`config.mk`:
```
export PLATFORM = sky130hd
export DESIGN_NAME = signed_sat_accumulator
export DESIGN_NICKNAME = d
export VERILOG_FILES = /design/src/rtl/signed_sat_pkg.sv /design/src/rtl/sat_add_w.sv /design/src/rtl/signed_sat_accumulator.sv
export SDC_FILE = /design/constraint.sdc
export NUM_CORES = 1
export LEC_CHECK = 0
export BUFFER_PORTS_ARGS = -buffer_cell sky130_fd_sc_hd__buf_2
export CORE_UTILIZATION = 40
export DETAILED_ROUTE_END_ITERATION = 12
export GPL_ROUTABILITY_DRIVEN = 0
export MAX_ROUTING_LAYER = met4
export RECOVER_POWER = 25
export SLEW_MARGIN = 20
export SYNTH_ARGS = -nofsm -noshare
export SYNTH_HDL_FRONTEND = slang
export SYNTH_SLANG_ARGS = --single-unit
```
`constraint.sdc`:
```
create_clock -name clk -period 4.55 [get_ports clk]
set_input_delay 1.1375 -clock clk [delete_from_list [all_inputs] [get_ports clk]]
set_output_delay 1.1375 -clock clk [all_outputs]
set_load 0.02 [all_outputs]
```
`src/rtl/signed_sat_pkg.sv`:
```
// Shared types and width-dependent limit helpers for the saturating
// accumulator slice.
package signed_sat_pkg;

    typedef enum logic [1:0] {
        OVF_NONE = 2'd0,
        OVF_POS  = 2'd1,
        OVF_NEG  = 2'd2
    } ovf_kind_t;

    // Limits are returned as 64-bit patterns; callers cast down to their width.
    function automatic logic [63:0] max_pos(input int unsigned width);
        return (64'd1 << (width - 1)) - 64'd1;
    endfunction

    function automatic logic [63:0] min_neg(input int unsigned width);
        return ~64'd0 << (width - 1);
    endfunction

    function automatic ovf_kind_t classify_ovf(input logic pos, input logic neg);
        ovf_kind_t kind;
        kind = OVF_NONE;
        if (pos) begin
            kind = OVF_POS;
        end else if (neg) begin
            kind = OVF_NEG;
        end
        return kind;
    endfunction

endpackage

```
`src/rtl/sat_add_w.sv`:
```
// Combinational signed adder of two W_A-bit operands with optional clamping
// to the representable range and overflow direction flags.
module sat_add_w
    import signed_sat_pkg::*;
#(
    parameter int unsigned W_A    = 12,
    parameter bit          SAT_EN = 1'b1
) (
    input  logic [W_A-1:0] a,
    input  logic [W_A-1:0] b,
    output logic [W_A-1:0] sum,
    output logic           ovf_pos,
    output logic           ovf_neg
);

    localparam logic [W_A-1:0] MAX_POS = W_A'(max_pos(W_A));
    localparam logic [W_A-1:0] MIN_NEG = W_A'(min_neg(W_A));

    logic [W_A:0] w_full;

    // With one guard bit, overflow shows as a disagreement between the true
    // sign (bit W_A) and the sign of the truncated result (bit W_A-1).
    always_comb begin
        w_full  = {a[W_A-1], a} + {b[W_A-1], b};
        ovf_pos = !w_full[W_A] && w_full[W_A-1];
        ovf_neg = w_full[W_A] && !w_full[W_A-1];
        sum     = w_full[W_A-1:0];
        if (SAT_EN) begin
            if (ovf_pos) begin
                sum = MAX_POS;
            end else if (ovf_neg) begin
                sum = MIN_NEG;
            end
        end
    end

endmodule

```
`src/rtl/signed_sat_accumulator.sv`:
```
// Streaming per-frame signed accumulator with clamping, sticky overflow flag
// and beat counter; valid/ready on both input and output sides.
module signed_sat_accumulator
    import signed_sat_pkg::*;
#(
    parameter int unsigned W      = 8,
    parameter int unsigned ACC_W  = 12,
    parameter int unsigned CNT_W  = 8,
    parameter bit          SAT_EN = 1'b1
) (
    input  logic             clk,
    input  logic             rst,
    input  logic             in_valid,
    output logic             in_ready,
    input  logic [W-1:0]     in_data,
    input  logic             in_last,
    input  logic             in_clear,
    output logic             out_valid,
    input  logic             out_ready,
    output logic [ACC_W-1:0] out_data,
    output logic             out_sat,
    output logic [CNT_W-1:0] out_count
);

    logic [ACC_W-1:0] r_acc;
    logic             r_sat_sticky;
    logic [CNT_W-1:0] r_cnt;
    logic             r_out_valid;
    logic [ACC_W-1:0] r_out_data;
    logic             r_out_sat;
    logic [CNT_W-1:0] r_out_count;

    logic             w_in_ready;
    logic             w_accept;
    logic [ACC_W-1:0] w_base;
    logic [ACC_W-1:0] w_operand;
    logic [ACC_W-1:0] w_sum;
    logic             w_ovf_pos;
    logic             w_ovf_neg;
    ovf_kind_t        w_ovf_kind;
    logic             w_beat_sat;
    logic             w_sticky_next;
    logic [CNT_W-1:0] w_cnt_base;
    logic [CNT_W-1:0] w_cnt_next;

    assign w_in_ready = !r_out_valid || out_ready;
    assign w_accept   = in_valid && w_in_ready;

    // A clear coinciding with a beat makes that beat the first of a new frame.
    always_comb begin
        w_base        = in_clear ? '0 : r_acc;
        w_operand     = ACC_W'($signed(in_data));
        w_cnt_base    = in_clear ? '0 : r_cnt;
        w_cnt_next    = (w_cnt_base == '1) ? '1 : w_cnt_base + 1'b1;
        w_ovf_kind    = classify_ovf(w_ovf_pos, w_ovf_neg);
        w_beat_sat    = (w_ovf_kind != OVF_NONE);
        w_sticky_next = (in_clear ? 1'b0 : r_sat_sticky) | w_beat_sat;
    end

    sat_add_w #(
        .W_A    (ACC_W),
        .SAT_EN (SAT_EN)
    ) u_step_add (
        .a       (w_base),
        .b       (w_operand),
        .sum     (w_sum),
        .ovf_pos (w_ovf_pos),
        .ovf_neg (w_ovf_neg)
    );

    always_ff @(posedge clk) begin
        if (!rst) begin
            r_acc        <= '0;
            r_sat_sticky <= 1'b0;
            r_cnt        <= '0;
            r_out_valid  <= 1'b0;
            r_out_data   <= '0;
            r_out_sat    <= 1'b0;
            r_out_count  <= '0;
        end else if (w_accept) begin
            if (in_last) begin
                r_acc        <= '0;
                r_sat_sticky <= 1'b0;
                r_cnt        <= '0;
                r_out_valid  <= 1'b1;
                r_out_data   <= w_sum;
                r_out_sat    <= w_sticky_next;
                r_out_count  <= w_cnt_next;
            end else begin
                r_acc        <= w_sum;
                r_sat_sticky <= w_sticky_next;
                r_cnt        <= w_cnt_next;
                if (out_ready) begin
                    r_out_valid <= 1'b0;
                end
            end
        end else begin
            // Clear without a beat only wipes the partial frame; a pending
            // result stays until the consumer takes it.
            if (in_clear) begin
                r_acc        <= '0;
                r_sat_sticky <= 1'b0;
                r_cnt        <= '0;
            end
            if (out_ready) begin
                r_out_valid <= 1'b0;
            end
        end
    end

    assign in_ready  = w_in_ready;
    assign out_valid = r_out_valid;
    assign out_data  = r_out_data;
    assign out_sat   = r_out_sat;
    assign out_count = r_out_count;

endmodule

```
# Word-level counts from Yosys, hierarchy flattened
# Cells that the tools add are included.
# classes
addsub	2
n_eq_ne	1
muxes	17
bitwise	1
reduce_logical	9
# op_table
operator	n
12-bit 2-to-1 mux	5
8-bit 2-to-1 mux	4
12-bit by 8-bit adder with 13-bit output	1
8-bit by 1-bit adder with 8-bit output, second input constant	1
8-bit equality test, second input constant	1
1-bit 2-to-1 mux	6
2-bit 2-to-1 mux	2
1-bit logical AND	3
1-bit zero test	3
2-bit AND reduction	1
2-bit nonzero test	1
1-bit logical OR	1
1-bit bitwise OR	1
# totals
reg_bits	43
out_inout_bits	23

# Depth between registers and ports, before layout
# logic_depth
ltp_word	10
mapped_depth	17
depth_no_buf	16

# Cells and area by module
# A second synthesis with hierarchy kept.
# unflattened
hier_cells	313
hier_area_um2	2573.7
# modules_own_cells
module	n_inst	cells_each	area_per_inst_um2	seq_area_each_um2
signed_sat_accumulator	1	226	1911.8	860.8
sat_add_w	1	87	661.9	0.0

# Worst setup path before layout
# Ideal clock, no wire load.
# synth_path
path_kind	input to register
startpoint	input in_clear
endpoint	register r_acc[10]
setup_time_ns	0.074
arrival_time_ns	3.850
required_time_ns	4.476
slack_ns	0.626
cell_stages	15
path_buffers	2
cell_sequence	clkdlybuf4s15_1 nor2b_1 ha_1 inv_1 fa_1 and2b_1 o211ai_1 a31oi_1 a21o_1 and2_1 ha_1 clkbuf_1 and3_1 o21ai_0 o21ai_0
# synth_between
elab_chain_cells	8
word_cells_on_any_way	10
# synth_rtl
item	line	rtl
start: declaration	signed_sat_accumulator.sv:17	input logic in_clear,
12-bit 2-to-1 mux (*)	n/a	
12-bit by 8-bit adder with 13-bit output	sat_add_w.sv:24	w_full = {a[W_A-1], a} + {b[W_A-1], b};
1-bit zero test	sat_add_w.sv:26	ovf_neg = w_full[W_A] && !w_full[W_A-1];
1-bit logical AND	sat_add_w.sv:26	
12-bit 2-to-1 mux	sat_add_w.sv:31	end else if (ovf_neg) begin
12-bit 2-to-1 mux	sat_add_w.sv:29	if (ovf_pos) begin
12-bit 2-to-1 mux	signed_sat_accumulator.sv:81	if (in_last) begin
12-bit 2-to-1 mux (*)	signed_sat_accumulator.sv:80	end else if (w_accept) begin
end signal: assignment	signed_sat_accumulator.sv:90	r_acc <= w_sum;
end: declaration	signed_sat_accumulator.sv:25	logic [ACC_W-1:0] r_acc;
# Every way passes the cells marked *; elsewhere a longest branch is shown, timed or not.
# A chain may end at the register's enable or synchronous reset.

# Worst setup path after layout
# layout_path
startpoint	input in_clear
endpoint	register r_acc[0]
# Same word-level chain as after synthesis.

==> results_dict.tcl <==
set metrics [dict create \
    worstReg2RegEnd "r_acc[0]" \
    fin_crit_sh_pct 85.2 \
    die_y_um 82.1 \
    cts_tree "built" \
    diodes 0 \
    rows 28 \
    io_pins 37 \
    intPower_mw 0.633 \
    grt_use_met2_pct 28.5 \
    syn-cell-area_mm2 0.00257 \
    worst-path-max-fanout 15 \
    tns_ns 0 \
    leakagePower_nw 1.27 \
    drive_gt1_share_pct 11.6 \
    rsz0062_at_grt "false" \
    ys_ff_latch 43 \
    violations "max-capacitance violations, max-slew violations" \
    crit_path_start_kind "input port" \
    layout_common_cells "dfxtp_1, nand2_1, a21oi_1, o21ai_0, buf_2" \
    mostFrequentLayoutCell "dfxtp_1" \
    htree_levels 2 \
    clock_path_buffers 2 \
    antenna_found_initial 0 \
    insertion_delay_ns 0.30 \
    met1_usage_pct 30.9 \
    holdBufCountCts 0 \
    timing_hold_violations_final 0 \
    synth_cell_types 51 \
    r2r_start "r_acc[0]" \
    hold_ws_ns 0.468 \
    syn_inst 305 \
    synth.net_count 335 \
    syn_avg_cell_area_um2 8.42 \
    dpl.hpwl_mm 4.45 \
    crit_type "in -> reg" \
    dieWidth_um 82.1 \
    swShare_pct 27.9 \
    nets 364 \
    combPwrFrac_pct 18.1 \
    seqPwrFrac_pct 45.8 \
    clkPwrFrac_pct 36.1 \
    gr-usage-all-layers_pct 20.5 \
    tightestPinTransition_ns 1.51 \
    area_growth_pct 11.1 \
    crit_chain "buf_2, nor2b_1, ha_1, inv_1, fa_1, and2b_1, o211ai_1, a31oi_1, a21o_1, and2_1, inv_1, ha_1, inv_1, a21oi_1, nor3_1, a21oi_1, nor2b_1" \
    cts_root_buf "clkbuf_8" \
    power.switching_mw 0.245 \
    place_area_mm2 0.00275 \
    crit_path_end "r_acc[0]" \
    core_area_mm2 0.00606 \
    dieArea_mm2 0.00674 \
    yosysSeqAreaShare_pct 33.5 \
    critPathBufInv 4 \
    crit_family "simple AND/OR/NAND/NOR gates" \
    met3_usage_pct 3.08 \
    clk_pin_slew_ns 0.08 \
    irDropWorstVdd_v 0.000197 \
    async_reset_ff_share_pct 0 \
    grt_max_degree 42 \
    ant_nets 0 \
    routedWlPerCell_um 14.6 \
    critical-path-slowest-cell "fa_1" \
    ys_warn_count 0 \
    path_common_cell "inv_1" \
    min_period_ns 3.88 \
    drtIter0Drc 177 \
    synthFlopType "dfxtp_1" \
    cts_setup_buffers 0 \
    ff2ff_path_depth 16 \
    grt_pass1_wl_mm 10.1 \
    firstDrtPassIters 4 \
    grt-busiest-layer "met1" \
    slew_headroom_pct -0.696 \
    post_cts_resize_count 0 \
    fillCellCount 613 \
    outcome "complete, but fails checks" \
    wl_mm 6.00 \
    remaining_drc_errors 0 \
    grt_pass1_vias 2024 \
    required_ns 4.78 \
    portBuffers 36 \
    hold_path_class "reg -> reg" \
    preCtsSetupSlack_ns 0.358 \
    via_per_inst 5.31 \
    cts.sink_count 43 \
    numCtsBuffers 5 \
    max_freq_ghz 0.258 \
    finalClockSkew_ns 0.00803 \
    synth_edf_count 0 \
    slew_viol_final 42 \
    worstSetupStartpoint "in_clear" \
    fin_ws_ns 0.673 \
    critical_path.max_stage_delay_ns 0.36 \
    cp.depth 17 \
    vias 2177 \
    worst_setup_path_end_kind "flop" \
    r2r_slack_ns 1.43 \
    grt-ovfl-total 0 \
    start_util_pct 42.4 \
    power-per-cell-area_mw_per_mm2 308 \
    design_area_mm2 0.00285 \
    finalSetupViolations 0 \
    arrival_ns 4.11 \
    hold_path_depth 2 \
    drv_cap 1 \
]
final cells by class:
class | instances | area (um2) | share of cell area, %
clock buffers | 6 | 82.6 | 2.89
repair buffers | 38 | 175 | 6.14
flip-flops and latches | 43 | 861 | 30.2
inverters | 8 | 30.0 | 1.05
clock inverters | 2 | 38.8 | 1.36
well taps | 75 | 93.8 | 3.29
multi-input cells | 238 | 1570 | 55.1
worst min path at each step:
stage,to,slack (ns),start
CTS,out_count[5],0.46,out_count[5]
detailed placement,out_count[5],0.44,out_count[5]
finish,out_count[5],0.47,out_count[5]
global placement,out_count[5],0.44,out_count[5]
floorplan,r_cnt[7],0.51,r_cnt[7]
global route,out_count[5],0.48,out_count[5]
power groups by stage:
stage	Combinational [mW]	Sequential, mW	Clock (mW)
floorplan	0.101	0.424	0
global placement	0.160	0.411	0
finish	0.159	0.402	0.317
detailed placement	0.160	0.411	0
global route	0.178	0.404	0.336
CTS	0.161	0.402	0.326
state kept, by name, indices dropped and copies added (netlist names):
name          cells
out_valid         1
out_count         8
r_cnt             8
r_acc            12
r_sat_sticky      1
out_sat           1
out_data         12
layer usage:
layer	share of wire [%]	routed length [um]
met1	52	3100
met2	43	2550
met3	4.8	291
met4	0.87	52
met5	0	0
through the flow:
stage	power, mW	utilization [%]	instances
2_1_floorplan	0.525	-	305
3_3_place_gp	0.571	45.4	402
3_5_place_dp	0.571	45.4	402
4_1_cts	0.889	47.4	410
5_1_grt	0.919	47.1	410
6_report	0.877	47.1	410
cell usage after synthesis (all sizes together), types with 9 or more instances:
| cell type | instances | area [um2] |
|---|---|---|
| dfxtp | 43 | 861 |
| nand2 | 26 | 97.6 |
| a21oi | 21 | 105 |
| o21ai | 21 | 105 |
| nor2b | 18 | 113 |
| ha | 15 | 188 |
| nor2 | 15 | 56.3 |
| nand3 | 14 | 75.1 |
| clkbuf | 10 | 57.6 |
| nor3 | 10 | 50.1 |
| nand2b | 9 | 63.8 |
| xor2 | 9 | 78.8 |
worst register-to-register path: stages, from the launching register on:
cell      delay (ns)
dfxtp_1         0.31
nor2b_1         0.17
ha_1            0.19
inv_1           0.05
fa_1            0.36
and2b_1         0.24
o211ai_1        0.11
a31oi_1         0.33
a21o_1          0.18
and2_1          0.16
inv_1           0.05
ha_1            0.25
inv_1           0.17
a21oi_1         0.12
nor3_1          0.19
a21oi_1         0.06
nor2b_1         0.11
kinds of logic (layout without fill, tap and decap cells):
family / count (synthesis) / after routing / share of synthesized area [%]
flops: 43 / 43 / 33.5
compound gates: 85 / 85 / 22.1
fa+ha+maj: 16 / 16 / 8.09
buf+inv: 24 / 54 / 5.26
xor+xnor: 13 / 13 / 4.43
simple gates: 124 / 124 / 26.6
(Power assumes the default switching activity.)
